==> src/rtl/alu_top.sv <==
`default_nettype none
// ============================================================================
// Module   : alu_top
// Purpose  : Push-button driven 8-bit ALU with a scanned 4-digit 7-segment
//            display. Three raw buttons are synchronized and debounced. A press
//            loads operand A, operand B or the opcode from the switches. The
//            registered 9-bit result drives the LEDs and the display.
// Ports    : Clk           - system clock, rising edge
//            reset         - synchronous active-high reset
//            pb_a/pb_b     - raw buttons loading operand A / operand B from sw
//            pb_op         - raw button loading opcode from sw[2:0]
//            sw[7:0]       - switch value sampled on a load
//            LED[7:0]      - result[7:0]
//            AN_SEL[3:0]   - active-low digit enables (one-hot-low)
//            seven_seg_out - active-low segments {g,f,e,d,c,b,a}
// Revision : 1.0 - initial release
// ============================================================================
module alu_top #(
    parameter int DEBOUNCE_CYCLES = 16,
    parameter int REFRESH_CYCLES  = 8
) (
    input  logic       Clk,
    input  logic       reset,
    input  logic       pb_a,
    input  logic       pb_b,
    input  logic       pb_op,
    input  logic [7:0] sw,
    output logic [7:0] LED,
    output logic [3:0] AN_SEL,
    output logic [6:0] seven_seg_out
);

    localparam int DB_W = $clog2(DEBOUNCE_CYCLES + 1);
    localparam int RF_W = $clog2(REFRESH_CYCLES + 1);

    // ------------------------------------------------------------------
    // Button conditioning: sync -> debounce -> rising-edge press pulse
    // ------------------------------------------------------------------
    logic [2:0] raw_btn;
    logic [2:0] press;   // bit0 = A, bit1 = B, bit2 = OP

    assign raw_btn = {pb_op, pb_b, pb_a};

    for (genvar i = 0; i < 3; i++) begin : g_btn
        logic            sync1;
        logic            sync2;
        logic            deb;
        logic            deb_q;
        logic [DB_W-1:0] db_cnt;

        always_ff @(posedge Clk) begin
            if (reset) begin
                sync1  <= 1'b0;
                sync2  <= 1'b0;
                deb    <= 1'b0;
                deb_q  <= 1'b0;
                db_cnt <= '0;
            end else begin
                sync1 <= raw_btn[i];
                sync2 <= sync1;
                deb_q <= deb;
                if (sync2 != deb) begin
                    // Flip on the DEBOUNCE_CYCLES-th consecutive differing sample.
                    if (db_cnt == DB_W'(DEBOUNCE_CYCLES - 1)) begin
                        deb    <= sync2;
                        db_cnt <= '0;
                    end else begin
                        db_cnt <= db_cnt + 1'b1;
                    end
                end else begin
                    db_cnt <= '0;
                end
            end
        end

        // One pulse per accepted 0->1 transition; releases are ignored.
        assign press[i] = deb & ~deb_q;
    end

    // ------------------------------------------------------------------
    // Operand / opcode registers and ALU
    // ------------------------------------------------------------------
    logic [7:0] opnd_a;
    logic [7:0] opnd_b;
    logic [2:0] opcode;
    logic [8:0] result;
    logic [8:0] alu_next;

    always_ff @(posedge Clk) begin
        if (reset) begin
            opnd_a <= 8'h00;
            opnd_b <= 8'h00;
            opcode <= 3'b000;
        end else begin
            // Independent loads so simultaneous presses all take effect.
            if (press[0]) opnd_a <= sw;
            if (press[1]) opnd_b <= sw;
            if (press[2]) opcode <= sw[2:0];
        end
    end

    always_comb begin
        alu_next = 9'h000;
        case (opcode)
            3'b000:  alu_next = {1'b0, opnd_a};
            3'b001:  alu_next = {1'b0, opnd_a} + {1'b0, opnd_b};
            // 9-bit difference: bit 8 becomes the borrow when A < B.
            3'b010:  alu_next = {1'b0, opnd_a} - {1'b0, opnd_b};
            3'b011:  alu_next = {1'b0, opnd_a & opnd_b};
            3'b100:  alu_next = {1'b0, opnd_a | opnd_b};
            3'b101:  alu_next = {1'b0, opnd_a ^ opnd_b};
            3'b110:  alu_next = {1'b0, ~opnd_a};
            default: alu_next = {opnd_a[7], opnd_a[6:0], 1'b0};
        endcase
    end

    always_ff @(posedge Clk) begin
        if (reset) begin
            result <= 9'h000;
        end else begin
            result <= alu_next;
        end
    end

    assign LED = result[7:0];

    // ------------------------------------------------------------------
    // Display scan state machine
    // ------------------------------------------------------------------
    typedef enum logic [1:0] {
        DIG0 = 2'd0,
        DIG1 = 2'd1,
        DIG2 = 2'd2,
        DIG3 = 2'd3
    } digit_t;

    digit_t          digit;
    digit_t          digit_next;
    logic [RF_W-1:0] refresh_cnt;

    always_ff @(posedge Clk) begin
        if (reset) begin
            digit       <= DIG0;
            refresh_cnt <= '0;
        end else if (refresh_cnt == RF_W'(REFRESH_CYCLES - 1)) begin
            digit       <= digit_next;
            refresh_cnt <= '0;
        end else begin
            refresh_cnt <= refresh_cnt + 1'b1;
        end
    end

    always_comb begin
        digit_next = digit;
        case (digit)
            DIG0:    digit_next = DIG1;
            DIG1:    digit_next = DIG2;
            DIG2:    digit_next = DIG3;
            default: digit_next = DIG0;
        endcase
    end

    // ------------------------------------------------------------------
    // Digit content, hex decode and registered display outputs
    // ------------------------------------------------------------------
    function automatic logic [6:0] hex7(input logic [3:0] v);
        logic [6:0] s;
        case (v)
            4'h0:    s = 7'b1000000;
            4'h1:    s = 7'b1111001;
            4'h2:    s = 7'b0100100;
            4'h3:    s = 7'b0110000;
            4'h4:    s = 7'b0011001;
            4'h5:    s = 7'b0010010;
            4'h6:    s = 7'b0000010;
            4'h7:    s = 7'b1111000;
            4'h8:    s = 7'b0000000;
            4'h9:    s = 7'b0010000;
            4'hA:    s = 7'b0001000;
            4'hB:    s = 7'b0000011;
            4'hC:    s = 7'b1000110;
            4'hD:    s = 7'b0100001;
            4'hE:    s = 7'b0000110;
            default: s = 7'b0001110;
        endcase
        return s;
    endfunction

    logic [3:0] nibble;
    logic [3:0] an_next;

    always_comb begin
        nibble  = 4'h0;
        an_next = 4'b1110;
        case (digit)
            DIG0: begin
                nibble  = result[3:0];
                an_next = 4'b1110;
            end
            DIG1: begin
                nibble  = result[7:4];
                an_next = 4'b1101;
            end
            DIG2: begin
                nibble  = {1'b0, opcode};
                an_next = 4'b1011;
            end
            default: begin
                nibble  = {3'b000, result[8]};
                an_next = 4'b0111;
            end
        endcase
    end

    // Enables and segments share one register stage so they switch together.
    always_ff @(posedge Clk) begin
        if (reset) begin
            AN_SEL        <= 4'b1110;
            seven_seg_out <= 7'b1000000;
        end else begin
            AN_SEL        <= an_next;
            seven_seg_out <= hex7(nibble);
        end
    end

endmodule
`default_nettype wire

==> config.mk <==
export PLATFORM = sky130hd
export DESIGN_NAME = alu_top
export DESIGN_NICKNAME = d
export VERILOG_FILES = /design/src/rtl/alu_top.sv
export SDC_FILE = /design/constraint.sdc
export NUM_CORES = 1
export LEC_CHECK = 0
export CAP_MARGIN = 15
export CORE_AREA = 2 2 82 84
export CTS_BUF_LIST = sky130_fd_sc_hd__clkbuf_8
export DETAILED_ROUTE_END_ITERATION = 8
export DIE_AREA = 0 0 84 86
export MAX_ROUTING_LAYER = met4
export PLACE_DENSITY = 0.95
export SLEW_MARGIN = 25
export SYNTH_ARGS = -nofsm -noshare
export SYNTH_HDL_FRONTEND = slang
export SYNTH_SLANG_ARGS = --single-unit
export TNS_END_PERCENT = 20
==> constraint.sdc <==
create_clock -name Clk -period 4.91 [get_ports Clk]
set_clock_uncertainty 0.15 [all_clocks]
set_input_delay 0.7365 -clock Clk [delete_from_list [all_inputs] [get_ports Clk]]
set_output_delay 0.7365 -clock Clk [all_outputs]
set_load 0.01 [all_outputs]
# Yosys cells after proc, flatten, opt, wreduce, memory -nomap -nowiden
# Memory sizes are Yosys's and may differ from the RTL's. A register that Yosys moved wholly into a read port is not among the register bits.
# Index checks and enable logic that the tools add are counted.
[word_totals]
reg_bits = 65
mem_bits_ro = 112
in_bits = 13
output_inout_bits = 19
wordCells = 70
mem_count = 1
[memory_table]
columns = ["memory", "depth", "width", "read_ports", "rd_clocked_by_memory_dff", "wr", "line_no", "rtl"]
rows = [
  ["(name not given)", 16, 7, 1, 1, 0, "168", "case (v)"],
]
[op_classes]
addsub = 6
n_eq_ne = 15
muxes = 4
bitwise = 13
n_reduce_logical = 9
[ops]
columns = ["cell", "count"]
rows = [
  ["9-bit case mux with 7 select lines", 1],
  ["4-bit case mux with 3 select lines", 2],
  ["5-bit by 1-bit adder with 5-bit output, second input constant", 3],
  ["5-bit by 4-bit equality test with 1-bit output, second input constant", 3],
  ["8-bit by 8-bit adder with 9-bit output", 1],
  ["3-bit equality test, second input constant", 3],
  ["3-bit OR reduction", 3],
  ["8-bit by 8-bit subtractor with 9-bit output", 1],
  ["8-bit AND", 1],
  ["8-bit NOT", 1],
  ["8-bit OR", 1],
  ["8-bit bitwise XOR", 1],
  ["3-bit by 2-bit equality test with 1-bit output, second input constant", 2],
  ["1-bit NOT", 6],
  ["2-bit case mux with 3 select lines", 1],
  ["2-bit AND reduction", 3],
  ["4-bit by 1-bit adder with 4-bit output, second input constant", 1],
  ["4-bit by 3-bit equality test with 1-bit output, second input constant", 1],
  ["1-bit AND", 3],
  ["3-bit by 1-bit equality test with 1-bit output, second input constant", 1],
  ["3-bit zero test", 1],
  ["1-bit inequality test", 3],
  ["2-bit by 1-bit equality test with 1-bit output, second input constant", 1],
  ["2-bit equality test, second input constant", 1],
  ["other kinds (2)", 2],
]

# Longest topological paths before layout
# Gate-level depths: netlist of the first run.
[depth]
ltp_word = 3
depth_mapped = 11
depth_no_buf = 10

# Worst setup path after synthesis of the first run
# No wires, ideal clock.
[synth_timing]
path_kind = "reg-to-reg"
start = "register opcode[2]"
end = "register result[2]"
arrival_time_ps = 2257
required_ps = 4648
path_slack_ps = 2391
stages_incl_launch_ff = 10
path_buffers = 1
synth_period_minus_slack_ps = 2519
path_cell_list = "dfxtp_1 -> buf_6 -> nand2b_1 -> nor2_1 -> mux2i_1 -> fa_1 -> xnor2_1 -> a211oi_1 -> nor3_1 -> a2111oi_1"
[synth_via]
elab_chain_cells = 2
[synth_lines]
columns = ["item", "line_no", "rtl"]
rows = [
  ["start: declaration", "85", "logic [2:0] opcode;"],
  ["start signal: assignment", "98", "if (press[2]) opcode <= sw[2:0];"],
  ["3-bit equality test, or another cell as far along", "104", "case (opcode)"],
  ["9-bit case mux with 7 select lines *", "104", ""],
  ["end signal: assignment", "121", "result <= alu_next;"],
  ["end: declaration", "86", "logic [8:0] result;"],
]
# Mark *: on every way between the ends. The rest lies on a longest branch, timed or not.
# A chain may end at the register's enable or synchronous reset.

# Worst setup path in the final report of the first run
[layout_timing]
start = "register opcode[1]"
end = "register result[6]"
# The elaborated chain is that of the path after synthesis.

==> results_dict.tcl, run 1 <==
set metrics [dict create \
    period_needed_ps 3560 \
    worstMarginPinSlew_ps 1060 \
    postCtsHoldBufs 0 \
    rrSetupSlack_ps 1350 \
    cts_root_buf "clkbuf_8" \
    area_growth_syn_to_layout_pct 11.7 \
    grtUsageTotal 0.253 \
    max_cap_violations 0 \
    rsz0062_at_grt "no" \
    p_leak_nw 1.81 \
    cp.arrival_ps 3670 \
    post-dp-hpwl_um 6230 \
    synth_area_leader_cell "dfxtp_1" \
    r2r_cells 9 \
    start_util 0.645 \
    endpoint_kind "register" \
    drt_iter0_markers 272 \
    wl_per_cell_um 14.9 \
    portBuffers 31 \
    drt_pass1_iterations 5 \
    clk_latency_ps 350 \
    synth_edf_count 0 \
    syn_inst 466 \
    async_reset_ff_frac 0 \
    dieArea_mm2 0.00722 \
    slew-limit-headroom 0.292 \
    antenna_found_initial 0 \
    cp.required_ps 5030 \
    clock_sinks 72 \
    cts_max_level 3 \
    synth_cell_type_count 60 \
    grt_pass1_wl_um 14300 \
    cts_setup_buffers 0 \
    avgSynthCellArea_um2 8.69 \
    fp.dieH_um 86 \
    ant_nets 0 \
    post_drt_via_cell_ratio 5.90 \
    routed_wl_um 8350 \
    start_kind "register" \
    ys_warn_count 0 \
    synth-seq-area-share 0.356 \
    final_max_slew_viol_count 0 \
    fmax_ghz 0.281 \
    whs_endpoint "g_btn[2].sync2" \
    synth_top_area_frac 0.356 \
    tns_ps 0 \
    r2r-end "result[6]" \
    min_period_over_period 0.724 \
    vias 3318 \
    powerDensity_mw_per_mm2 251 \
    hp-start "g_btn[2].sync1" \
    grt_pass1_vias 3210 \
    grt-ovfl-total 0 \
    cts_tree "yes" \
    place_congestion 0.977 \
    fin_total_pwr_w 0.00114 \
    final_layout_size_suffix_gt1_frac 0.0577 \
    synthFlopType "dfxtp_1" \
    ys_top_cells_by_area "dfxtp_1 (36%), ha_1 (14%), nor2_1 (6.2%)" \
    hold-path-cell-count 1 \
    layout_common_cells "dfxtp_1 (72), nor2_1 (67), ha_1 (45), inv_1 (34), a21oi_1 (31)" \
    ir_drop_v 0.000252 \
    layout_commonest_cell "dfxtp_1" \
    n_antenna_cell 0 \
    max-clock-path-buffers 2 \
    synth-seq-cells 72 \
    cp_max_fo 28 \
    finalSetupViolations 0 \
    syn-cell-area_mm2 0.00405 \
    hold_viol 0 \
    synthesis.nets 525 \
    path_clk_slew_ps 80 \
    die_x_um 84 \
    placement_rows 29 \
    r2r-start "opcode[1]" \
    hp-class "register to register" \
    fillers 482 \
    ioPinCount 32 \
    nets 540 \
    cts-buffers-inserted 9 \
    status "finished clean" \
    grt_max_degree 39 \
    crit_type "register to register" \
    core_area_mm2 0.00628 \
    post_cts_resized 0 \
    drc 0 \
]
[registers in the layout (all words and copies together) (netlist names)]
signal         count
g_btn.db_cnt      15
result             9
opnd_a             8
opnd_b             8
seven_seg_out      7
AN_SEL             4
refresh_cnt        4
g_btn.deb          3
g_btn.deb_q        3
g_btn.sync1        3
g_btn.sync2        3
opcode             3
digit              2
[power by group]
group | switching (W) | internal, W | leakage (nW)
combinational | 0.0000145 | 0.0000145 | 1.12
sequential | 0.00000309 | 0.000589 | 0.582
clock | 0.000228 | 0.000286 | 0.106
total | 0.000245 | 0.000890 | 1.81
[critical path, stage by stage (launching register included)]
cell      delay [ps]
dfxtp_1          910
nand2b_1         210
nor2_1           530
mux2i_1          240
fa_1             490
a211oi_1         340
o21ai_0          180
nand3_1          110
nand3b_1          80
a211oi_1         230
[Yosys cell counts (6+ instances only)]
cell type,count
buf_4,12
nand3_1,10
nand2b_1,11
nor2b_1,15
inv_1,34
nor2_1,67
nand2_1,22
ha_1,45
clkbuf_1,9
mux2i_1,18
or3_1,6
a21oi_1,31
dfxtp_1,72
o21ai_0,10
a211oi_1,7
xnor2_1,16
[logic make-up (layout without fill, tap and decap cells)]
logic type,count (synthesis),in the layout,share of synthesized area
flip-flops,72,72,0.356
buffers and inverters,66,85,0.0757
adder cells (fa/ha/maj),46,46,0.144
AO/OA/AOI/OAI,90,90,0.148
AND/OR/NAND/NOR,153,153,0.181
multiplexers,20,20,0.0538
XOR/XNOR,19,19,0.0411
[worst max-delay path by stage]
stage               cells after the start  slack (ps)  startpoint         to
global route                            9        1080   opcode[1]  result[6]
global placement                        9        1630   opcode[1]  result[6]
finish                                  9        1350   opcode[1]  result[6]
detailed placement                      9        1510   opcode[1]  result[6]
floorplan                               9        2390   opcode[2]  result[2]
CTS                                     9        1420   opcode[1]  result[6]
[cell type report]
class	count	area [um2]	area share
inverters	36	135	0.0299
flip-flops and latches	72	1440	0.319
repair buffers	34	330	0.0730
clock inverters	6	93.8	0.0207
well taps	77	96.3	0.0213
multi-input cells	328	2300	0.509
clock buffers	9	124	0.0274
[routing by layer]
layer	vias to the layer above	global-route usage	part of all wire
li1	1616	-	-
met1	1558	0.302	0.42
met5	-	-	0
met4	0	0.0968	0.019
met2	130	0.433	0.49
met3	14	0.0385	0.071
[metrics by stage]
step                      instance area (um2)  setup slack (ps)  std cells   util  hold WS (ps)
final                                    4520              1350        562  0.721           292
after global routing                     4520              1080        562  0.721           321
after CTS                                4520              1420        562  0.721           299
after detailed placement                 4310              1510        547  0.686           281
after global placement                   4300              1630        546  0.684           271
after floorplan                          4050              2390        466      -           264
No activity file was read; power rests on OpenSTA's default activity.
==> inputs of run 2 (changes only) <==
CORE_AREA = 2 2 85 87   (was 2 2 82 84)
DIE_AREA = 0 0 87 89   (was 0 0 84 86)
PLACE_DENSITY = 0.9   (was 0.95)
clock period = 3.35 ns   (was 4.91 ns; I/O delays follow)
==> run 2 against run 1 <==
Against the previous run: via count shrank 0.33%; critical path depth stayed put; total power is 34% higher; hold slack worse by 0.74 ps; first-iteration DRC count increased by 12%; combinational power increased by 51%; final cell count increased by 1.2%; flip-flop and latch count is the same; die area is 7.2% higher; maximum frequency up 28%; global-route usage is 1.9 points lower.
==> results_dict.tcl, run 2 (same netlist as run 1, synthesis figures left out) <==
set metrics [dict create \
    nets 543 \
    cp_max_fo 5 \
    fp.dieH_um 89 \
    grt_max_degree 42 \
    post-dp-hpwl_um 6090 \
    drt_iter0_markers 304 \
    hp-class "register to register" \
    area_growth_syn_to_layout_pct 11.4 \
    largest_reg_flops 15 \
    cts_max_level 3 \
    clock_sinks 72 \
    cp.arrival_ps 2890 \
    dieArea_mm2 0.00774 \
    ioPinCount 32 \
    rsz0062_at_grt "no" \
    core_area_mm2 0.00672 \
    grt_pass1_wl_um 13800 \
    post_cts_resized 0 \
    antenna_found_initial 0 \
    p_leak_nw 1.81 \
    routed_wl_um 8310 \
    die_x_um 87 \
    status "finished clean" \
    grtUsageTotal 0.234 \
    min_period_over_period 0.831 \
    layout_common_cells "dfxtp_1 (72), nor2_1 (67), ha_1 (45), inv_1 (35), a21oi_1 (31)" \
    hold_viol 0 \
    grt_pass1_vias 3032 \
    ant_nets 0 \
    endpoint_kind "register" \
    n_antenna_cell 0 \
    cts-buffers-inserted 9 \
    max-clock-path-buffers 2 \
    cts_setup_buffers 0 \
    cts_tree "yes" \
    powerDensity_mw_per_mm2 336 \
    fin_total_pwr_w 0.00152 \
    period_needed_ps 2790 \
    tns_ps 0 \
    wl_per_cell_um 14.6 \
    fmax_ghz 0.359 \
    slew-limit-headroom 0.629 \
    drc 0 \
    crit_type "register to register" \
    start_kind "register" \
    portBuffers 31 \
    largest_registers "g_btn.db_cnt (15), result (9)" \
    ir_drop_v 0.000252 \
    path_clk_slew_ps 80 \
    post_drt_via_cell_ratio 5.81 \
    final_layout_size_suffix_gt1_frac 0.0634 \
    cp.required_ps 3460 \
    drt_pass1_iterations 5 \
    start_util 0.603 \
    max_cap_violations 0 \
    vias 3307 \
    finalSetupViolations 0 \
    worstMarginPinSlew_ps 556 \
    layout_commonest_cell "dfxtp_1" \
    grt-ovfl-total 0 \
    cts_root_buf "clkbuf_8" \
    top_register "g_btn.db_cnt" \
    fillers 534 \
    final_max_slew_viol_count 0 \
    place_congestion 1.01 \
    clk_latency_ps 360 \
    placement_rows 30 \
    postCtsHoldBufs 0 \
]
run 2: through the flow:
stage               setup WS, ps  std cells  utilization  cell area, um2  hold WS, ps
CTS                          632        569        0.672            4510          293
global placement             720        553        0.646            4340          267
global route                 323        569        0.672            4510          308
detailed placement           654        553        0.646            4340          279
floorplan                    831        466            -            4050          264
finish                       565        569        0.672            4510          292
run 2: path summary, 6_finish.rpt:
path,depth (start not counted),startpoint,slack [ps],end
worst max-delay path,9,opnd_b[2],560,result[7]
worst min register to register,1,g_btn[2].sync1,290,g_btn[2].sync2
worst min-delay path,1,g_btn[2].sync1,290,g_btn[2].sync2
worst max register to register,9,opnd_b[2],560,result[7]
run 2: report_power, final:
part	internal, W	switching, W
logic	0.0000228	0.0000210
clock network	0.000268	0.000337
registers	0.000863	0.00000451
total	0.00115	0.000363
run 2: layout make-up:
type / count / area (um2) / share of cell area
clock buffers: 9 / 124 / 0.0274
clock inverters: 7 / 47.5 / 0.0105
inverters: 36 / 135 / 0.0299
multi-input cells: 328 / 2300 / 0.510
flip-flops and latches: 72 / 1440 / 0.319
well taps: 80 / 100 / 0.0222
repair buffers: 37 / 363 / 0.0804
run 2: worst max-delay path, cell delays in order, from the launching register on:
cell and delay (ps):
dfxtp_1 370, nor4_1 460, a21oi_1 190, xnor2_1 160, ha_1 330, a211oi_1 380, inv_1 80, o221ai_1 320
a32oi_1 160, o31ai_1 100
run 2: per-layer routing:
layer / global-route usage / share of wire / up-vias
met4: 0.124 / 0.032 / 0
met1: 0.285 / 0.44 / 1526
met3: 0.0342 / 0.050 / 28
met5: - / 0 / -
li1: - / - / 1629
met2: 0.376 / 0.47 / 124
==> inputs of run 3 (changes only) <==
CORE_AREA = 2 2 89 91   (was 2 2 85 87)
DIE_AREA = 0 0 91 93   (was 0 0 87 89)
PLACE_DENSITY = 0.87   (was 0.9)
clock period = 2.2 ns   (was 3.35 ns; I/O delays follow)
==> run 3 against run 2 <==
Against the previous run: the flow now finishes with violations (setup timing); routed wire length grew 28%; first-iteration DRC count grew 25%; maximum frequency grew 12%; flip-flop and latch count is the same; sequential power grew 52%; critical path depth shrank 1; final cell count grew 13%; global-route usage grew 1.9 points; clock power grew 74%; total power grew 61%; sequential share of layout area shrank 3.6 points; largest cell class unchanged.
==> results_dict.tcl, run 3 (same netlist as run 1, synthesis figures left out) <==
set metrics [dict create \
    whs_ps 285 \
    crit_cells 8 \
    fp.dieH_um 93 \
    final_max_slew_viol_count 0 \
    crit_type "register to register" \
    area_growth_syn_to_layout_pct 26.4 \
    portBuffers 31 \
    post-dp-hpwl_um 7170 \
    r2r_cells 8 \
    grt-ovfl-total 0 \
    endpoint_kind "register" \
    vias 3687 \
    cts_max_level 3 \
    hold_viol 0 \
    clock_sinks 72 \
    largest_registers "g_btn.db_cnt (15), result (9)" \
    n_antenna_cell 0 \
    p_leak_nw 2.11 \
    start_kind "register" \
    slowest_delay_ps 560 \
    violations "setup timing" \
    cp.arrival_ps 2580 \
    status "finished with violations" \
    layout_setup_ws_ps -297 \
    routed_wl_um 10700 \
    critical_path.cell_chain "nor2_4 > buf_6 > mux2i_4 > fa_2 > nor2_2 > a21oi_1 > o22ai_1 > a2111oi_0" \
    start_util 0.538 \
    layout_commonest_cell "dfxtp_1" \
    ir_drop_v 0.000385 \
    hp-class "primary input to register" \
    fin_total_pwr_w 0.00244 \
    largest_reg_flops 15 \
    cp_max_fo 5 \
    max-clock-path-buffers 2 \
    ant_nets 0 \
    core_area_mm2 0.00753 \
    cts_root_buf "clkbuf_8" \
    top_register "g_btn.db_cnt" \
    fmax_ghz 0.400 \
    period_needed_ps 2500 \
    layout_common_cells "dfxtp_1 (66), nor2_1 (64), buf_4 (58), ha_1 (37), clkdlybuf4s50_1 (30)" \
    wl_per_cell_um 16.6 \
    drt_pass1_iterations 7 \
    post_drt_via_cell_ratio 5.73 \
    r2r-end "result[1]" \
    crit_buf_inv 1 \
    max_cap_violations 0 \
    clk_latency_ps 350 \
    cts-buffers-inserted 9 \
    place_congestion 0.994 \
    drc 0 \
    die_x_um 91 \
    startpoint "opcode[0]" \
    antenna_found_initial 0 \
    drt_iter0_markers 379 \
    powerDensity_mw_per_mm2 476 \
    grt_pass1_wl_um 16700 \
    postCtsHoldBufs 0 \
    min_period_over_period 1.14 \
    slew-limit-headroom 0.592 \
    crit_path_top_delay_cell "fa_2" \
    path_delay_family "compound AO/OA/AOI/OAI gates" \
    grtUsageTotal 0.252 \
    grt_pass1_vias 3624 \
    cts_tree "yes" \
    placement_rows 32 \
    dieArea_mm2 0.00846 \
    cp.required_ps 2280 \
    rsz0062_at_grt "yes" \
    rrSetupSlack_ps -300 \
    final_layout_size_suffix_gt1_frac 0.226 \
    endpoint "result[1]" \
    finalSetupViolations 12 \
    worstMarginPinSlew_ps 610 \
    grt_max_degree 35 \
    path_clk_slew_ps 80 \
    r2r-start "opcode[0]" \
    ioPinCount 32 \
    nets 596 \
]
run 3: cell type report:
cell class	instances	area, um2
Multi-Input combinational cell	328	2450
Fill cell	584	2410
Sequential cell	72	1450
Timing Repair Buffer	90	752
Clock buffer	10	138
Inverter	36	138
Tap cell	102	128
Clock inverter	5	57.6
run 3: power by group:
group,internal (W),total [W],switching [W]
clock network,0.000548,0.00105,0.000497
logic,0.0000356,0.0000700,0.0000344
registers,0.00131,0.00132,0.00000723
run 3: worst min path at each step:
stage                   startpoint        endpoint  slack [ps]  depth (start not counted)
floorplan           g_btn[0].sync1  g_btn[0].sync2         260                          1
global placement    g_btn[1].sync1  g_btn[1].sync2         270                          1
detailed placement  g_btn[0].sync1  g_btn[0].sync2         280                          1
CTS                          reset       AN_SEL[0]         270                          2
global route        g_btn[0].sync1  g_btn[0].sync2         320                          1
finish                       reset       AN_SEL[0]         280                          2
run 3: what timing repair did:
item | 4_1_cts | 5_1_grt
setup buffers | 2 | 1
setup endpoints to repair | 12 | 15
resized for setup | 12 | 14
pin swaps | 9 | 10
run 3: metrics by stage:
step           instances  utilization  instance area, um2  setup TNS, ps  worst slack [ps]
3_5_place_dp         625        0.640                4810          -1390              -189
3_3_place_gp         625        0.640                4810           -635              -117
2_1_floorplan        466            -                4130           -606              -115
4_1_cts              642        0.672                5060           -981              -178
5_1_grt              643        0.680                5120          -3160              -390
6_report             643        0.680                5120          -1850              -297
run 3: per-layer routing:
metal | track usage | share of wire | up-vias
met1 | 0.270 | 0.38 | 1726
met4 | 0.0922 | 0.036 | 0
met2 | 0.467 | 0.52 | 180
met3 | 0.0467 | 0.068 | 46
li1 | - | - | 1735
met5 | - | 0 | -
